--- src/rtl/uart_rx_medidas.sv ---
// 8N1 receiver for the two-byte telemetry frame (food, water).
// Presents both bytes together with a one-cycle frame strobe.
module uart_rx_medidas #(
    parameter int BAUD_DIV   = 104,
    parameter int GAP_CYCLES = 2080
) (
    input  logic       clk,
    input  logic       rst,
    input  logic       rx,
    output logic [7:0] comida,
    output logic [7:0] agua,
    output logic       frame_valid,
    output logic       byte_valid,
    output logic [7:0] byte_data,
    output logic       frame_err,
    output logic       busy
);

    localparam int CW = $clog2(BAUD_DIV);
    localparam int GW = $clog2(GAP_CYCLES + 1);
    localparam logic [CW-1:0] HALF_M1 = CW'(BAUD_DIV / 2 - 1);
    localparam logic [CW-1:0] FULL_M1 = CW'(BAUD_DIV - 1);
    localparam logic [GW-1:0] GAP_END = GW'(GAP_CYCLES);

    typedef enum logic [1:0] {IDLE, START, DATA, STOP} state_t;

    state_t        state, state_nx;
    logic          s1, rs;
    logic [CW-1:0] cnt, cnt_nx;
    logic [2:0]    bidx, bidx_nx;
    logic [7:0]    shreg, shreg_nx;
    logic          stop_ok, stop_bad, start_det;
    logic          idx;
    logic [7:0]    pend;
    logic [GW-1:0] gap;

    // Preset to idle-high so reset release on a quiet line is not a start.
    always_ff @(posedge clk or posedge rst) begin
        if (rst) begin
            s1 <= 1'b1;
            rs <= 1'b1;
        end else begin
            s1 <= rx;
            rs <= s1;
        end
    end

    always_ff @(posedge clk or posedge rst) begin
        if (rst) begin
            state <= IDLE;
            cnt   <= '0;
            bidx  <= '0;
            shreg <= '0;
        end else begin
            state <= state_nx;
            cnt   <= cnt_nx;
            bidx  <= bidx_nx;
            shreg <= shreg_nx;
        end
    end

    always_comb begin
        state_nx  = state;
        cnt_nx    = cnt;
        bidx_nx   = bidx;
        shreg_nx  = shreg;
        stop_ok   = 1'b0;
        stop_bad  = 1'b0;
        start_det = 1'b0;
        case (state)
            IDLE: begin
                if (!rs) begin
                    state_nx  = START;
                    cnt_nx    = '0;
                    start_det = 1'b1;
                end
            end
            START: begin
                if (cnt == HALF_M1) begin
                    cnt_nx   = '0;
                    bidx_nx  = '0;
                    state_nx = rs ? IDLE : DATA;
                end else begin
                    cnt_nx = cnt + CW'(1);
                end
            end
            DATA: begin
                if (cnt == FULL_M1) begin
                    cnt_nx   = '0;
                    shreg_nx = {rs, shreg[7:1]};
                    bidx_nx  = bidx + 3'd1;
                    if (bidx == 3'd7) state_nx = STOP;
                end else begin
                    cnt_nx = cnt + CW'(1);
                end
            end
            STOP: begin
                // Leave at mid stop bit so a following start edge is caught.
                if (cnt == FULL_M1) begin
                    cnt_nx   = '0;
                    state_nx = IDLE;
                    stop_ok  = rs;
                    stop_bad = ~rs;
                end else begin
                    cnt_nx = cnt + CW'(1);
                end
            end
            default: state_nx = IDLE;
        endcase
    end

    assign busy = (state != IDLE);

    always_ff @(posedge clk or posedge rst) begin
        if (rst) begin
            comida      <= '0;
            agua        <= '0;
            byte_data   <= '0;
            byte_valid  <= 1'b0;
            frame_valid <= 1'b0;
            frame_err   <= 1'b0;
            idx         <= 1'b0;
            pend        <= '0;
            gap         <= '0;
        end else begin
            byte_valid  <= stop_ok;
            frame_err   <= stop_bad;
            frame_valid <= 1'b0;
            if (stop_ok) begin
                byte_data <= shreg;
                if (idx) begin
                    comida      <= pend;
                    agua        <= shreg;
                    frame_valid <= 1'b1;
                    idx         <= 1'b0;
                end else begin
                    pend <= shreg;
                    idx  <= 1'b1;
                end
            end else if (stop_bad) begin
                idx <= 1'b0;
            end
            // A half frame left idle too long is dropped silently.
            if (start_det) begin
                gap <= '0;
            end else if (idx && state == IDLE) begin
                if (gap == GAP_END) begin
                    gap <= '0;
                    idx <= 1'b0;
                end else begin
                    gap <= gap + GW'(1);
                end
            end
        end
    end

endmodule

--- config.mk ---
export PLATFORM = sky130hd
export DESIGN_NAME = uart_rx_medidas
export DESIGN_NICKNAME = d
export VERILOG_FILES = /design/src/rtl/uart_rx_medidas.sv
export SDC_FILE = /design/constraint.sdc
export NUM_CORES = 1
export LEC_CHECK = 0
export ABC_AREA = 1
export CORE_ASPECT_RATIO = 0.9
export CORE_MARGIN = 2
export CORE_UTILIZATION = 56
export DETAILED_ROUTE_END_ITERATION = 16
export HOLD_SLACK_MARGIN = 0.1
export PLACE_DENSITY = 0.86
export SYNTH_ARGS = -nofsm -noshare
export SYNTH_HDL_FRONTEND = slang
export SYNTH_SLANG_ARGS = --single-unit
--- constraint.sdc ---
create_clock -name clk -period 3.3 [get_ports clk]
set_input_delay 0.99 -clock clk [delete_from_list [all_inputs] [get_ports clk]]
set_output_delay 0.99 -clock clk [all_outputs]
set_load 0.02 [all_outputs]
**Word-level counts from Yosys, hierarchy flattened**

Cells that the tools add are included.

- Logic and storage cells: 74
- Register bits: 70
- Input port bits: 3

- Bitwise operators: 2
- Reductions and logical operators: 11
- Add/sub/neg operators: 3
- Muxes and demuxes: 31
- Equality and inequality tests: 12

Operator list:

| kind | number |
|---|---|
| two-way mux 12 bit | 3 |
| two-way mux 7 bit | 3 |
| one-hot mux 7 bit (3 select lines) | 1 |
| two-way mux 1 bit | 14 |
| adder 12 x 1 -> 12 bit, second input constant | 1 |
| == test 12 bit, second input constant | 1 |
| two-way mux 2 bit | 6 |
| != test 2 bit, second input constant | 5 |
| one-hot mux 2 bit (4 select lines) | 1 |
| adder 7 x 1 -> 7 bit, second input constant | 1 |
| == test 7 x 6 -> 1 bit, second input constant | 1 |
| == test 7 bit, second input constant | 1 |
| two-way mux 3 bit | 2 |
| one-hot mux 3 bit (2 select lines) | 1 |
| AND reduction 2 bit | 3 |
| nonzero test 2 bit | 3 |
| AND reduction 5 bit | 1 |
| == test 2 bit, second input constant | 2 |
| adder 3 x 1 -> 3 bit, second input constant | 1 |
| == test 3 bit, second input constant | 1 |
| AND reduction 3 bit | 1 |
| == test 2 x 1 -> 1 bit, second input constant | 1 |
| zero test 2 bit | 1 |
| inverter 1 bit | 2 |
| other kinds (2) | 2 |

**Longest topological paths before layout**

Gate-level depths: netlist (run 1).

- Depth after elaboration: 8
- Depth in mapped cells: 9
- Mapped depth without buffers: 9

**Worst setup path before layout (run 1)**

OpenSTA, ideal clock, no wires.

- Path type: reg-to-output
- From: register (tool-made name)
- To: output port busy
- Path buffers: 1
- Stages on the path, launching flop included: 4
- Data required time: 2,310 ps
- Slack: 1,511 ps
- Arrival: 799 ps
- Path through: dfrtp_1 -> buf_2 -> nor2_4 -> inv_1

RTL lines:

| element | line | source |
|---|---|---|
| end, declared | 16 | `output logic busy` |

==> run_results.csv, run 1 <==
group,metric,value,unit
timing,period_share,82.0,%
placement,port_buffers,30,
timing,skew,0.00924,ns
clock_network,max-clock-path-buffers,2,
pwr,power.static_leakage,1.83,nW
pwr,net-switching-power,0.339,mW
clock_network,cts_hold_buf,0,
synth,synth_seq_area_share,55.0,%
routing,vias,2421,
placement,detailed_place_hpwl,4090,um
floorplanning,core,5600,sq um
synth,postSynthNetCount,369,
synth,synth-edff-count,0,
synth,syn_avg_cell_area,8.84,sq um
worst_setup_path,ff2ff_path_depth,8,
synth,netlist_area,3190,sq um
job,timing.max_cap.violations,0,
pwr,sw_frac_of_total,20.6,%
grt,wire_length_of_the_first_global_routing_pass,10600,um
timing,max_slew_headroom_at_the_worst_pin,65.5,%
clock_network,h-tree-depth,3,
routing,remaining_drcs,0,
clock_network,cts.repair.resized,0,
clock_network,cts_sinks,70,
timing,maxClockFrequency,369,MHz
worst_hold_path,hold_path_class,"reg2reg",
worst_setup_path,worstSetupPathType,"reg2out",
routing,drt_first_iter_violations,164,
run_status,run_status,"completed",
routing,first_pass_iteration_count_of_the_detailed_router,4,
timing,timing.final.setup_violations,0,
synth,synth.lib_cells_used.distinct,27,
timing,rsz0062_at_grt,"no",
floorplanning,io_pins,31,
timing,fin_crit,2.71,ns
worst_hold_path,worstHoldPathCells,0,
synth,synthFlopType,"dfrtp_1",
synth,synth_warnings,0,
layout,final_layout_size_suffix_gt1_share,13.5,%
layout,antenna_cells_inserted,0,
routing,drt.antenna.violating_nets,0,
clock_network,worstSkewPairLatency,0.35,ns
synth,netlist.area_leader.share,53.3,%
timing,number_of_hold_violations_in_the_final_report,0,
pwr,internal-power,1.31,mW
pwr,clock_power_share,46.3,%
floorplanning,die-width,83.6,um
timing,report.final.slew_viol_count,0,
floorplanning,initial_util,57.0,%
synth,synth.area.top_cells,"dfrtp_1 (53%), nand2_1 (13%), inv_1 (4.9%)",
clock_network,cts-buffers-inserted,9,
synth,cell_with_the_most_instances_after_synthesis,"nand2_1",
placement,place_congestion,0.904,
grt,first_global_vias,2388,
layout,area.growth.synth_to_final,18.0,%
worst_hold_path,timing.hold.worst.start,"s1$_DFF_PP1_",
clock_network,path_clk_slew,0.07,ns
pwr,vdd.ir_drop.worst,0.325,mV
grt,maximum_number_of_pins_on_one_net_before_global_route_repair,71,
worst_setup_path,crit_path_end_kind,"primary output",
synth,synth_top_cells_by_count,"nand2_1 (108), dfrtp_1 (68), inv_1 (42)",
floorplanning,die_area,6320,sq um
grt,initial_antenna_violation_count,0,
worst_setup_path,timing.critical_path.fanout_max,10,
grt,globalRouteTotalUtil,21.8,%
synth,async_set_or_reset_flop_fraction_in_the_synthesized_netlist,100,%
timing,setup_tns_after_final_layout,0,ns
worst_setup_path,critPathArrivalTime,1.72,ns
routing,routedWlPerCell,12.5,um
floorplanning,die_h,75.6,um
floorplanning,placement_rows,26,
clock_network,clk_root_buffer_cell,"clkbuf_8",
pwr,combPwrFrac,1.4,%
pwr,powerDensity,437,nW/um^2
routing,totalWireLength,5890,um
routing,route.detailed.vias_per_inst,5.15,
worst_setup_path,cp-start-kind,"register",
clock_network,postcts_setup_bufs,0,
layout,fillers,448,
pwr,seq_power_share,52.3,%
synth,netlist.top_cell.by_area,"dfrtp_1",
timing,timing_worst_slew_pin_value,0.515,ns
worst_setup_path,crit_reg_reg_startpoint,"cnt[0]$_DFFE_PP0P_",
pwr,power,1.65,mW
worst_setup_path,crit_required,2.31,ns
synth,ys_seq_elements,70,
layout,final_net_count,404,
synth,syn_inst,361,
clock_network,cts_tree,"built",
grt,grt.overflow.total,0,
==> critical path, stage by stage, from the launching register on <==
cell and delay (ns):
dfrtp_1 0.51, nor2_4 0.24, inv_1 0.08, clkdlybuf4s50_1 0.55
==> cells in the final DEF (no fill, tap or decap) <==
cell | synthesis | layout
a21boi_0 | 1 | 1
a21oi_1 | 3 | 3
buf_12 | 0 | 1
bufinv_16 | 0 | 2
clkbuf_8 | 0 | 10
clkdlybuf4s50_1 | 0 | 30
clkinv_2 | 1 | 1
clkinv_4 | 0 | 1
clkinvlp_4 | 0 | 2
dfrtp_1 | 68 | 68
dfstp_2 | 2 | 2
ha_1 | 5 | 5
inv_1 | 42 | 41
inv_2 | 2 | 3
nand2_1 | 108 | 108
nand2_2 | 7 | 7
nand3_1 | 13 | 13
nand3_4 | 1 | 1
nand3b_1 | 1 | 1
nand4_1 | 11 | 11
nor2_1 | 30 | 30
nor2_2 | 3 | 3
nor2_4 | 2 | 2
nor3_1 | 1 | 1
nor3_4 | 1 | 1
o21ai_0 | 19 | 19
o21ai_1 | 9 | 9
o21ai_2 | 17 | 17
o22ai_1 | 1 | 1
or2_2 | 1 | 1
xor2_1 | 5 | 5
==> stage by stage <==
step	hold slack (ns)	util [%]	instances	setup WS, ns	instance area, sq um
finish	0.359	67.3	470	0.593	3770
global route	0.364	67.3	470	0.504	3770
CTS	0.361	67.3	470	0.582	3770
detailed placement	0.351	63.4	455	0.990	3550
global placement	0.346	63.4	455	1.00	3550
floorplan	0.345	-	361	0.545	3190
==> registers in the layout, summed over array words and instances, names as in the netlist, named ones only <==
| signal | flops |
|---|---|
| cnt | 7 |
| pend | 8 |
| byte_data | 8 |
| frame_valid | 1 |
| shreg | 8 |
| state | 1 |
| agua | 8 |
| s1 | 1 |
| gap | 12 |
| byte_valid | 1 |
| comida | 8 |
| idx | 1 |
| frame_err | 1 |
| bidx | 3 |
| rs | 1 |
==> final timing paths <==
| path | to | slack (ns) |
|---|---|---|
| worst max-delay path | busy | 0.59 |
| worst min-delay path | rs$_DFF_PP1_ | 0.36 |
| worst max register to register | agua[5]$_DFFE_PP0P_ | 1.47 |
| worst min register to register | rs$_DFF_PP1_ | 0.36 |
| max in group asynchronous | s1$_DFF_PP1_ | 1.93 |
| min in group asynchronous | agua[7]$_DFFE_PP0P_ | 1.03 |
==> layer usage <==
layer	track usage [%]	vias up	share of wire, %
met4	6.27	0	1.1
met2	38.2	50	48
met3	7.58	9	4.8
met1	26.2	1151	46
li1	-	1211	-
met5	0	-	0
==> cells by family (layout without fill, tap and decap cells) <==
kind of cell | Yosys count | after routing | synth area share [%]
buffers and inverters | 52 | 91 | 7.02
flip-flops | 70 | 70 | 55.0
adder cells (fa/ha/maj) | 5 | 5 | 1.96
AO/OA/AOI/OAI | 50 | 50 | 9.96
AND/OR/NAND/NOR | 179 | 179 | 24.7
XOR/XNOR | 5 | 5 | 1.37
==> final cells by class <==
class / count / area (sq um) / area share [%]
sequential: 70 / 1750 / 46.6
multi-input combinational: 239 / 1210 / 32.2
timing repair buffer: 31 / 320 / 8.50
inverter: 45 / 170 / 4.52
clock buffer: 10 / 138 / 3.65
tap: 70 / 87.6 / 2.32
clock inverter: 5 / 83.8 / 2.23
==> power by group through the flow <==
stage                     Sequential [mW]  Clock (mW)  Combinational [mW]
after detailed placement            0.878           0              0.0245
final                               0.862       0.762              0.0229
after floorplan                     0.876           0              0.0158
after global placement              0.878           0              0.0238
after global routing                0.861       0.815              0.0274
after CTS                           0.862       0.780              0.0244
No activity file was read; power rests on OpenSTA's default activity.
==> inputs of run 2 (changes only) <==
Clock period 3.3 ns to 2.56 ns, I/O delays scaled along.
==> run 2 against run 1 <==
Effect of this change:
- register-to-register slack worse by 0.74 ns
- die area unchanged
- critical path depth unchanged
- setup slack lost 0.49 ns
- utilization increased by 0.49 points
- clock power rose by 25%
- largest cell class unchanged
- largest power group unchanged
==> run_results.csv, run 2 (synthesis gave the netlist of run 1 again) <==
group,metric,value,unit
floorplanning,die-width,83.6,um
floorplanning,die_h,75.6,um
pwr,power.static_leakage,1.85,nW
layout,area_of_the_multi_input_gates,1210,sq um
worst_hold_path,hold_path_class,"reg2reg",
layout,postLayoutCellArea,3790,sq um
timing,rsz0062_at_grt,"no",
layout,sequential_cell_area,1750,sq um
grt,globalRouteTotalUtil,21.0,%
clock_network,max-clock-path-buffers,2,
placement,detailed_place_hpwl,4190,um
placement,port_buffers,30,
timing,timing.final.setup_violations,0,
routing,drt_first_iter_violations,160,
clock_network,path_clk_slew,0.07,ns
grt,first_global_vias,2290,
timing,number_of_hold_violations_in_the_final_report,0,
routing,drt.antenna.violating_nets,0,
floorplanning,placement_rows,26,
worst_setup_path,cp-start-kind,"register",
worst_setup_path,path_delay_family,"buffers and inverters",
worst_setup_path,slowest_delay,0.60,ns
timing,setup_tns_after_final_layout,0,ns
floorplanning,core,5600,sq um
routing,vias,2471,
timing,period_share,96.1,%
clock_network,cts_sinks,70,
run_status,run_status,"completed",
timing,maxClockFrequency,406,MHz
layout,fillers,449,
clock_network,postcts_setup_bufs,0,
layout,final_net_count,407,
clock_network,cts-buffers-inserted,9,
floorplanning,die_area,6320,sq um
clock_network,cts.repair.resized,0,
layout,commonest_non_fill_non_tap_cell_in_the_layout,"nand2_1",
layout,largest_register_ff_count,12,
timing,max_slew_headroom_at_the_worst_pin,62.4,%
worst_setup_path,timing.critical_path.fanout_max,10,
routing,first_pass_iteration_count_of_the_detailed_router,4,
clock_network,cts_tree,"built",
clock_network,cts_hold_buf,0,
layout,final_layout_size_suffix_gt1_share,14.1,%
clock_network,worstSkewPairLatency,0.34,ns
worst_setup_path,worstPathCellList,"nor2_4 > inv_1 > clkdlybuf4s50_1",
pwr,powerDensity,552,nW/um^2
pwr,vdd.ir_drop.worst,0.435,mV
grt,wire_length_of_the_first_global_routing_pass,10400,um
routing,routedWlPerCell,12.5,um
worst_setup_path,critPathArrivalTime,1.69,ns
floorplanning,io_pins,31,
floorplanning,initial_util,57.0,%
worst_setup_path,worst_path_max_delay_cell,"clkdlybuf4s50_1",
grt,maximum_number_of_pins_on_one_net_before_global_route_repair,27,
routing,remaining_drcs,0,
layout,antenna_cells_inserted,0,
placement,place_congestion,0.949,
worst_setup_path,timing.critical_path.buf_inv,2,
layout,layout.cells.most_common_list,"nand2_1 (108), dfrtp_1 (68), inv_1 (41), nor2_1 (30), clkdlybuf4s50_1 (30)",
grt,grt.overflow.total,0,
timing,fin_crit,2.46,ns
placement,dpl_cell_area,3570,sq um
clock_network,h-tree-depth,3,
layout,largest-register,"gap",
timing,skew,0.00555,ns
worst_setup_path,crit_path_end_kind,"primary output",
worst_setup_path,crit_required,1.79,ns
clock_network,clk_root_buffer_cell,"clkbuf_8",
timing,timing_worst_slew_pin_value,0.563,ns
job,timing.max_cap.violations,0,
grt,initial_antenna_violation_count,0,
timing,report.final.slew_viol_count,0,
worst_setup_path,worstSetupPathType,"reg2out",
routing,totalWireLength,5930,um
layout,area.growth.synth_to_final,18.9,%
routing,route.detailed.vias_per_inst,5.21,
-- run 2: cell count changes in the layout (fill, tap and decap cells not counted), sizes merged --
| cell | delta |
|---|---|
| clkinv | +2 |
| buf | +3 |
| clkinvlp | -1 |
-- run 2: cell type report --
cell class | count | area share [%]
sequential | 70 | 46.2
timing repair buffer | 34 | 9.36
clock inverter | 6 | 2.27
multi-input combinational | 239 | 32.0
clock buffer | 10 | 3.36
inverter | 45 | 4.48
tap | 70 | 2.31
-- run 2: through the flow --
step                worst slack, ns  power [mW]  hold WS (ns)  util (%)  cells
global placement              0.483        1.17         0.346      63.7    456
global route                 0.0123        2.17         0.361      67.8    474
finish                       0.0986        2.10         0.357      67.8    474
floorplan                    0.0271        1.15         0.345         -    361
CTS                          0.0675        2.12         0.358      67.6    472
detailed placement            0.451        1.17         0.347      63.7    456
-- run 2: routing by layer --
metal | vias to the layer above | global-route usage [%] | wire length (um) | share of wire, %
met5 | - | 0 | 0 | 0
met4 | 0 | 7.71 | 94 | 1.6
met3 | 8 | 5.85 | 236 | 4.0
met2 | 49 | 35.2 | 2910 | 49
met1 | 1191 | 26.9 | 2690 | 45
li1 | 1223 | - | - | -
-- run 2: power by group --
group          switching [mW]  total, mW  leakage [nW]  internal [mW]
Clock                   0.406      0.952         0.106          0.547
Sequential            0.00249       1.11         0.957           1.11
Combinational          0.0240     0.0333         0.785        0.00928
-- run 2: worst paths after layout --
kind,start,end,slack (ns),cells past startpoint
setup / recovery,register,busy,0.1,3
hold / removal,s1$_DFF_PP1_,rs$_DFF_PP1_,0.36,0
min in group asynchronous,rst,comida[1]$_DFFE_PP0P_,0.79,2
setup reg to reg,cnt[0]$_DFFE_PP0P_,agua[6]$_DFFE_PP0P_,0.73,8
hold reg to reg,s1$_DFF_PP1_,rs$_DFF_PP1_,0.36,0
max in group asynchronous,rst,rs$_DFF_PP1_,1.18,3
